`config.mk`:
```
export PLATFORM = sky130hd
export DESIGN_NAME = rom_loader
export DESIGN_NICKNAME = d
export VERILOG_FILES = /design/src/rtl/exerion_pkg.sv /design/src/rtl/rom_region_decode.sv /design/src/rtl/rom_loader.sv
export SDC_FILE = /design/constraint.sdc
export NUM_CORES = 1
export LEC_CHECK = 0
export BUFFER_PORTS_ARGS = -buffer_cell sky130_fd_sc_hd__buf_2
export CORE_ASPECT_RATIO = 0.6
export CORE_MARGIN = 5
export CORE_UTILIZATION = 56
export CTS_CLUSTER_DIAMETER = 30
export DETAILED_ROUTE_END_ITERATION = 8
export PLACE_DENSITY = 0.92
export SLEW_MARGIN = 15
export SYNTH_ARGS = -nofsm -noshare
export SYNTH_HDL_FRONTEND = slang
export SYNTH_HIERARCHICAL = 1
export SYNTH_SLANG_ARGS = --single-unit
export TNS_END_PERCENT = 30
```
`constraint.sdc`:
```
create_clock -name clkm_20MHZ -period 3.7 [get_ports clkm_20MHZ]
set_input_delay 0.37 -clock clkm_20MHZ [delete_from_list [all_inputs] [get_ports clkm_20MHZ]]
set_output_delay 0.37 -clock clkm_20MHZ [all_outputs]
set_load 0.02 [all_outputs]
```
`src/rtl/exerion_pkg.sv`:
```
// ---------------------------------------------------------------------------
// exerion_pkg -- shared definitions for the Exerion ROM loader.
//
// Holds the ROM region map (byte base / byte size of every region), the
// region-index enum used to pick a bit of the one-hot chip select, the loader
// state enum and the hps_io slot index that carries the DIP switch bytes.
// ---------------------------------------------------------------------------
package exerion_pkg;

    localparam logic [24:0] MAIN_BASE = 25'h00000;
    localparam logic [24:0] MAIN_SIZE = 25'h06000;
    localparam logic [24:0] SUB_BASE  = 25'h06000;
    localparam logic [24:0] SUB_SIZE  = 25'h02000;
    localparam logic [24:0] CHAR_BASE = 25'h08000;
    localparam logic [24:0] CHAR_SIZE = 25'h02000;
    localparam logic [24:0] SPR_BASE  = 25'h0A000;
    localparam logic [24:0] SPR_SIZE  = 25'h04000;
    localparam logic [24:0] BG_BASE   = 25'h0E000;
    localparam logic [24:0] BG_SIZE   = 25'h08000;
    localparam logic [24:0] PROM_BASE = 25'h16000;
    localparam logic [24:0] PROM_SIZE = 25'h00400;

    // Bit position of each region inside the one-hot rom_cs vector.
    typedef enum logic [2:0] {
        REG_MAIN = 3'd0,
        REG_SUB  = 3'd1,
        REG_CHAR = 3'd2,
        REG_SPR  = 3'd3,
        REG_BG   = 3'd4,
        REG_PROM = 3'd5
    } region_e;

    typedef enum logic [2:0] {
        ST_IDLE  = 3'd0,
        ST_LOAD  = 3'd1,
        ST_FLUSH = 3'd2,
        ST_HOLD  = 3'd3,
        ST_RUN   = 3'd4
    } loader_state_e;

    localparam logic [7:0] DIP_INDEX = 8'd254;

    // First byte address past a region.
    function automatic logic [24:0] region_end(input logic [24:0] base,
                                               input logic [24:0] size);
        return base + size;
    endfunction

endpackage

```
`src/rtl/rom_region_decode.sv`:
```
// ---------------------------------------------------------------------------
// rom_region_decode -- purely combinational ROM region decoder.
//
// Ports:
//   addr_i  [24:0]  hps_io byte address
//   cs_o    [5:0]   one-hot region select (all zero when out of range)
//   rel_o   [15:0]  address relative to the region base, truncated to 16 bits
//   valid_o         address falls inside one of the regions
// ---------------------------------------------------------------------------
module rom_region_decode
    import exerion_pkg::*;
(
    input  logic [24:0] addr_i,
    output logic [5:0]  cs_o,
    output logic [15:0] rel_o,
    output logic        valid_o
);

    // Regions are contiguous and ascending from 0, so only upper bounds
    // need comparing.
    always_comb begin
        cs_o    = '0;
        rel_o   = '0;
        valid_o = 1'b0;
        if (addr_i < region_end(MAIN_BASE, MAIN_SIZE)) begin
            cs_o[REG_MAIN] = 1'b1;
            rel_o          = 16'(addr_i - MAIN_BASE);
            valid_o        = 1'b1;
        end else if (addr_i < region_end(SUB_BASE, SUB_SIZE)) begin
            cs_o[REG_SUB] = 1'b1;
            rel_o         = 16'(addr_i - SUB_BASE);
            valid_o       = 1'b1;
        end else if (addr_i < region_end(CHAR_BASE, CHAR_SIZE)) begin
            cs_o[REG_CHAR] = 1'b1;
            rel_o          = 16'(addr_i - CHAR_BASE);
            valid_o        = 1'b1;
        end else if (addr_i < region_end(SPR_BASE, SPR_SIZE)) begin
            cs_o[REG_SPR] = 1'b1;
            rel_o         = 16'(addr_i - SPR_BASE);
            valid_o       = 1'b1;
        end else if (addr_i < region_end(BG_BASE, BG_SIZE)) begin
            cs_o[REG_BG] = 1'b1;
            rel_o        = 16'(addr_i - BG_BASE);
            valid_o      = 1'b1;
        end else if (addr_i < region_end(PROM_BASE, PROM_SIZE)) begin
            cs_o[REG_PROM] = 1'b1;
            rel_o          = 16'(addr_i - PROM_BASE);
            valid_o        = 1'b1;
        end
    end

endmodule

```
`src/rtl/rom_loader.sv`:
```
// ---------------------------------------------------------------------------
// rom_loader -- routes the hps_io ROM download into the Exerion ROM regions
// and sequences the core reset around the load.
//
// Ports:
//   clkm_20MHZ            single clock, rising edge
//   RESET_n               asynchronous active-low reset
//   ioctl_download/index/wr/addr/dout   hps_io download bus
//   ioctl_wait            back-pressure to hps_io (= byte pending)
//   mem_busy              target memory cannot accept a write this cycle
//   rom_cs/addr/data/we   region write port (one-hot cs, relative address)
//   core_reset_n          core reset, released only in RUN
//   load_done             high in RUN
//   addr_err              sticky: an accepted byte hit no region
//   dip1, dip2            DIP bytes (only with EXERION_DIP_CAPTURE_EN)
//   state_dbg             current loader state
//
// Handshake: a byte is taken when ioctl_wr=1 for our slot while the one-deep
// buffer is empty; ioctl_wait mirrors the buffer flag, and a strobe arriving
// while it is high is discarded. The buffered byte leaves as a single rom_we
// cycle in the first cycle where mem_busy=0.
//
// Build option: define EXERION_DIP_CAPTURE_EN to add dip1/dip2 capture from
// hps_io slot 254.
// ---------------------------------------------------------------------------
module rom_loader
    import exerion_pkg::*;
#(
    parameter logic [7:0] ROM_INDEX = 8'd0,
    parameter int         RST_HOLD  = 16
) (
    input  logic          clkm_20MHZ,
    input  logic          RESET_n,
    input  logic          ioctl_download,
    input  logic [7:0]    ioctl_index,
    input  logic          ioctl_wr,
    input  logic [24:0]   ioctl_addr,
    input  logic [7:0]    ioctl_dout,
    output logic          ioctl_wait,
    input  logic          mem_busy,
    output logic [5:0]    rom_cs,
    output logic [15:0]   rom_addr,
    output logic [7:0]    rom_data,
    output logic          rom_we,
    output logic          core_reset_n,
    output logic          load_done,
    output logic          addr_err,
`ifdef EXERION_DIP_CAPTURE_EN
    output logic [7:0]    dip1,
    output logic [7:0]    dip2,
`endif
    output loader_state_e state_dbg
);

    logic [5:0]    dec_cs;
    logic [15:0]   dec_rel;
    logic          dec_valid;

    loader_state_e state_q;
    logic          pend_q, pend_d;
    logic          pend_valid_q;
    logic [5:0]    cs_q;
    logic [15:0]   addr_q;
    logic [7:0]    data_q;
    logic [15:0]   hold_cnt_q;
    logic          core_reset_n_q;
    logic          load_done_q;
    logic          addr_err_q;

    logic          rom_match;
    logic          accept;
    logic          issue;
    logic          retire;
    logic          enter_load;

    rom_region_decode u_decode (
        .addr_i  (ioctl_addr),
        .cs_o    (dec_cs),
        .rel_o   (dec_rel),
        .valid_o (dec_valid)
    );

    assign rom_match = (ioctl_index == ROM_INDEX);
    assign accept    = ioctl_wr && rom_match && ioctl_download && !pend_q;
    // Write strobe is combinational on mem_busy so the byte goes out in the
    // cycle right after the strobe when memory is free.
    assign issue     = pend_q && pend_valid_q && !mem_busy;
    // Out-of-range bytes retire without a write on their first pending cycle.
    assign retire    = issue || (pend_q && !pend_valid_q);
    assign pend_d    = accept || (pend_q && !retire);
    assign enter_load = ioctl_download && rom_match &&
                        ((state_q == ST_IDLE) || (state_q == ST_RUN));

    always_ff @(posedge clkm_20MHZ or negedge RESET_n) begin
        if (!RESET_n) begin
            state_q        <= ST_IDLE;
            pend_q         <= 1'b0;
            pend_valid_q   <= 1'b0;
            cs_q           <= '0;
            addr_q         <= '0;
            data_q         <= '0;
            hold_cnt_q     <= '0;
            core_reset_n_q <= 1'b0;
            load_done_q    <= 1'b0;
            addr_err_q     <= 1'b0;
        end else begin
            pend_q <= pend_d;
            if (accept) begin
                cs_q         <= dec_cs;
                addr_q       <= dec_rel;
                data_q       <= ioctl_dout;
                pend_valid_q <= dec_valid;
            end

            // A bad byte in the same cycle as a load start still flags.
            addr_err_q <= (addr_err_q && !enter_load) || (accept && !dec_valid);

            case (state_q)
                ST_IDLE: begin
                    if (enter_load) state_q <= ST_LOAD;
                end
                ST_LOAD: begin
                    if (!ioctl_download) state_q <= ST_FLUSH;
                end
                ST_FLUSH: begin
                    // Leave as the last byte drains so the hold count
                    // starts on the edge the buffer empties.
                    if (!pend_d) begin
                        state_q    <= ST_HOLD;
                        hold_cnt_q <= '0;
                    end
                end
                ST_HOLD: begin
                    if (hold_cnt_q == 16'(RST_HOLD - 1)) begin
                        state_q        <= ST_RUN;
                        core_reset_n_q <= 1'b1;
                        load_done_q    <= 1'b1;
                    end else begin
                        hold_cnt_q <= hold_cnt_q + 16'd1;
                    end
                end
                ST_RUN: begin
                    if (enter_load) begin
                        state_q        <= ST_LOAD;
                        core_reset_n_q <= 1'b0;
                        load_done_q    <= 1'b0;
                    end
                end
                default: state_q <= ST_IDLE;
            endcase
        end
    end

    assign ioctl_wait   = pend_q;
    assign rom_we       = issue;
    assign rom_cs       = cs_q;
    assign rom_addr     = addr_q;
    assign rom_data     = data_q;
    assign core_reset_n = core_reset_n_q;
    assign load_done    = load_done_q;
    assign addr_err     = addr_err_q;
    assign state_dbg    = state_q;

`ifdef EXERION_DIP_CAPTURE_EN
    // Only bytes 1 and 2 of the DIP slot reach the core; other offsets are
    // accepted by hps_io but have no storage here.
    logic [7:0] dip1_q, dip2_q;
    logic       dip_wr;

    assign dip_wr = ioctl_wr && (ioctl_index == DIP_INDEX) &&
                    (ioctl_addr[24:3] == 22'd0);

    always_ff @(posedge clkm_20MHZ or negedge RESET_n) begin
        if (!RESET_n) begin
            dip1_q <= 8'h00;
            dip2_q <= 8'h00;
        end else if (dip_wr) begin
            case (ioctl_addr[2:0])
                3'd1:    dip1_q <= ioctl_dout;
                3'd2:    dip2_q <= ioctl_dout;
                default: ;
            endcase
        end
    end

    assign dip1 = dip1_q & 8'h7F;
    assign dip2 = dip2_q;
`endif

endmodule

```
==> reports/results.ini <==
[global_route]
grt_pass1_vias=2311
grt_max_degree=36
grt_pass1_wl_mm=10.87
grt-ovfl-total=0
antenna_found_initial=0
grt_util_all_layers_pct=20.74

[clocking]
cts_resized=0
cts.path.max_buffers=2
cts_buffers=5
cts_tree=yes
postCtsSetupRepairBufs=0
clock-sinks=53
cts_hold_buf=1
cts.root.buffer_cell=clkbuf_8
clkLatencyLatePin_ns=0.32
ctsHtreeMaxLevel=2
clkSlewWorstSetupHoldPaths_ns=0.10

[routing]
first_iter_violations=138
vias=2547
drt_pass1_iterations=4
ant_nets=0
wl_per_cell_um=14.03
routed_wl_mm=6.579
vias_per_cell=5.431
drc_errors=0

[layout]
num_antenna_cells=0
syn_to_final_growth_pct=18.63
drive_gt1_share_pct=27.30
final_area_um2=3362
fillers=406
nets=451

[timing]
worst-slew-pin-transition_ns=0.5175
period_minus_slack_ns=2.267
rsz0062_at_grt=no
drv_slew=0
fmax_ghz=0.4411
fin_ws_ns=1.433
maxSlewHeadroom_pct=65.46
fin_worst_skew_ns=0.01032
holdWs_ns=0.2538
min_period_over_period_pct=61.27
finalSetupViolations=0
fin_tns_setup_ns=0
finalHoldViolations=0

[floorplan]
initial_core_util_pct=56.91
die_w_um=101.8
die_area_um2=6630
die_h_um=65.11
coreArea_um2=4980
row_count=20
io_pins=84

[pwr]
ir_drop_v=0.0001953
combPwrFrac_pct=24.7
clkPwrFrac_pct=25.3
power_per_cell_area_nw_per_um2=399.3
p_int_mw=0.8784
p_seq_share_pct=49.9
switching_power_mw=0.4640
leakagePower_nw=1.812
power.total_mw=1.342
switching_share_pct=34.56

[yosys]
syn_nets=373
synth_top_flop_cell=dfrtp_1
synth_most_common_cell=nand2_1
ys_top_cells_by_area=dfrtp_1, nand2_1, and2_1
synth.largest_area_cell=dfrtp_1
synth-edff-count=0
async_reset_ff_share_pct=100.0
synth.cell_area_um2=2834
synth_common_cells=nand2_1, dfrtp_1, and2_1, nand3_1, nor2_1
synth.avg_cell_area_um2=8.747
synth_top_area_share_pct=46.80
synth_warnings=6
ys_seq_elements=53
synthDistinctLibCells=54
yosysSeqAreaShare_pct=46.80
syn_inst=324

[worst_hold_path]
whs_path_depth=3
hold_class=in2reg

[worst_setup_path]
worst_setup_path_end_kind=register
worstPathArrival_ns=2.47
path_max_fanout=14
slowest_stage=and2_2
criticalPathCategory=reg2reg
startpoint_type=register
cp_cell_sequence=ha_1, and3_1, nand4_1, nand3_1, and2_2, a221o_1
reg2reg_depth=6
critical_path.max_stage_delay_ns=0.43
critPathRequiredTime_ns=3.90

[placed_design]
pre_cts_slack_ns=1.450
dpl_cell_area_um2=3258
dp_hpwl_mm=4.929
portBuffers=83
gp_congestion=0.9179

[flow_run]
cap_violations=0

[outcome]
status=complete, no violations

per-layer routing:
layer | part of all wire [%] | vias to the layer above | GRT usage [%] | routed length (um)
met5 | 0 | - | 0 | 0
met1 | 47 | 1192 | 30.15 | 3089
li1 | - | 1258 | - | -
met3 | 8.3 | 7 | 4.878 | 548
met2 | 44 | 90 | 31.76 | 2880
met4 | 0.93 | 0 | 4.746 | 61
metrics by stage:
step,cells,utilization [%]
2_1_floorplan,324,-
3_3_place_gp,460,65.43
3_5_place_dp,460,65.43
4_1_cts,469,67.51
5_1_grt,469,67.51
6_report,469,67.51
path summary, 6_finish.rpt:
| check | slack [ns] | startpoint | to |
|---|---|---|---|
| max | 1.43 | hold_cnt_q[0] | hold_cnt_q[11] |
| min | 0.25 | ioctl_dout[3] | rom_data[3] |
| max reg2reg | 1.43 | hold_cnt_q[0] | hold_cnt_q[11] |
| min reg2reg | 0.47 | rom_addr[9] | rom_addr[9] |
| max in group asynchronous | 2.40 | RESET_n | rom_addr[2] |
| min in group asynchronous | 0.51 | RESET_n | state_dbg[1] |
critical path: cells and delay by family (launching register included):
family | cells | cell delay [ns]
compound gates | 1 | 0.38
fa+ha+maj | 1 | 0.24
flops | 1 | 0.42
simple gates | 4 | 1.11
area by class of cell:
type / count / area (um^2) / share of cell area (%)
Sequential cell: 53 / 1326 / 39.45
Tap cell: 66 / 82.58 / 2.456
Inverter: 6 / 22.52 / 0.6699
Clock buffer: 5 / 68.82 / 2.047
Multi-Input combinational cell: 249 / 1389 / 41.31
Clock inverter: 3 / 25.02 / 0.7443
Timing Repair Buffer: 87 / 447.9 / 13.32
registers in the layout, indices dropped and copies added, names as in the netlist:
register	count
ioctl_wait	1
rom_data	8
state_dbg	3
load_done	1
pend_valid_q	1
addr_err	1
rom_cs	6
rom_addr	16
hold_cnt_q	16
layout by cell type, fill, tap and decap left out, types with 4 or more instances in the layout:
master / synthesis / layout
nor3_1: 10 / 10
nand4_1: 4 / 4
buf_2: 7 / 83
dfrtp_1: 53 / 53
nand3_1: 14 / 14
o21ai_0: 5 / 5
nand2_1: 107 / 107
and2_1: 14 / 14
a211o_1: 6 / 6
clkbuf_8: 0 / 5
nor2_1: 14 / 14
inv_1: 6 / 6
nor4_1: 4 / 4
and3_1: 5 / 5
nor3b_1: 8 / 8
a21oi_1: 7 / 7
logic make-up after synthesis:
group,count (synthesis),synth area share (%)
and+or+nand+nor,202,35.67
DFF,53,46.80
AOI/OAI and AO/OA,40,10.73
buffers and inverters,22,4.282
adders and majority gates,3,1.325
muxes,2,0.7505
other,1,0.1323
xor gates and xnor gates,1,0.3091
power groups by stage:
stage | combinational (mW) | sequential [mW] | clock [mW]
detailed placement | 0.331 | 0.681 | 0
global route | 0.370 | 0.679 | 0.371
finish | 0.332 | 0.670 | 0.340
floorplan | 0.254 | 0.676 | 0
CTS | 0.333 | 0.669 | 0.346
global placement | 0.323 | 0.678 | 0
Power figures use the tool's default switching activity.
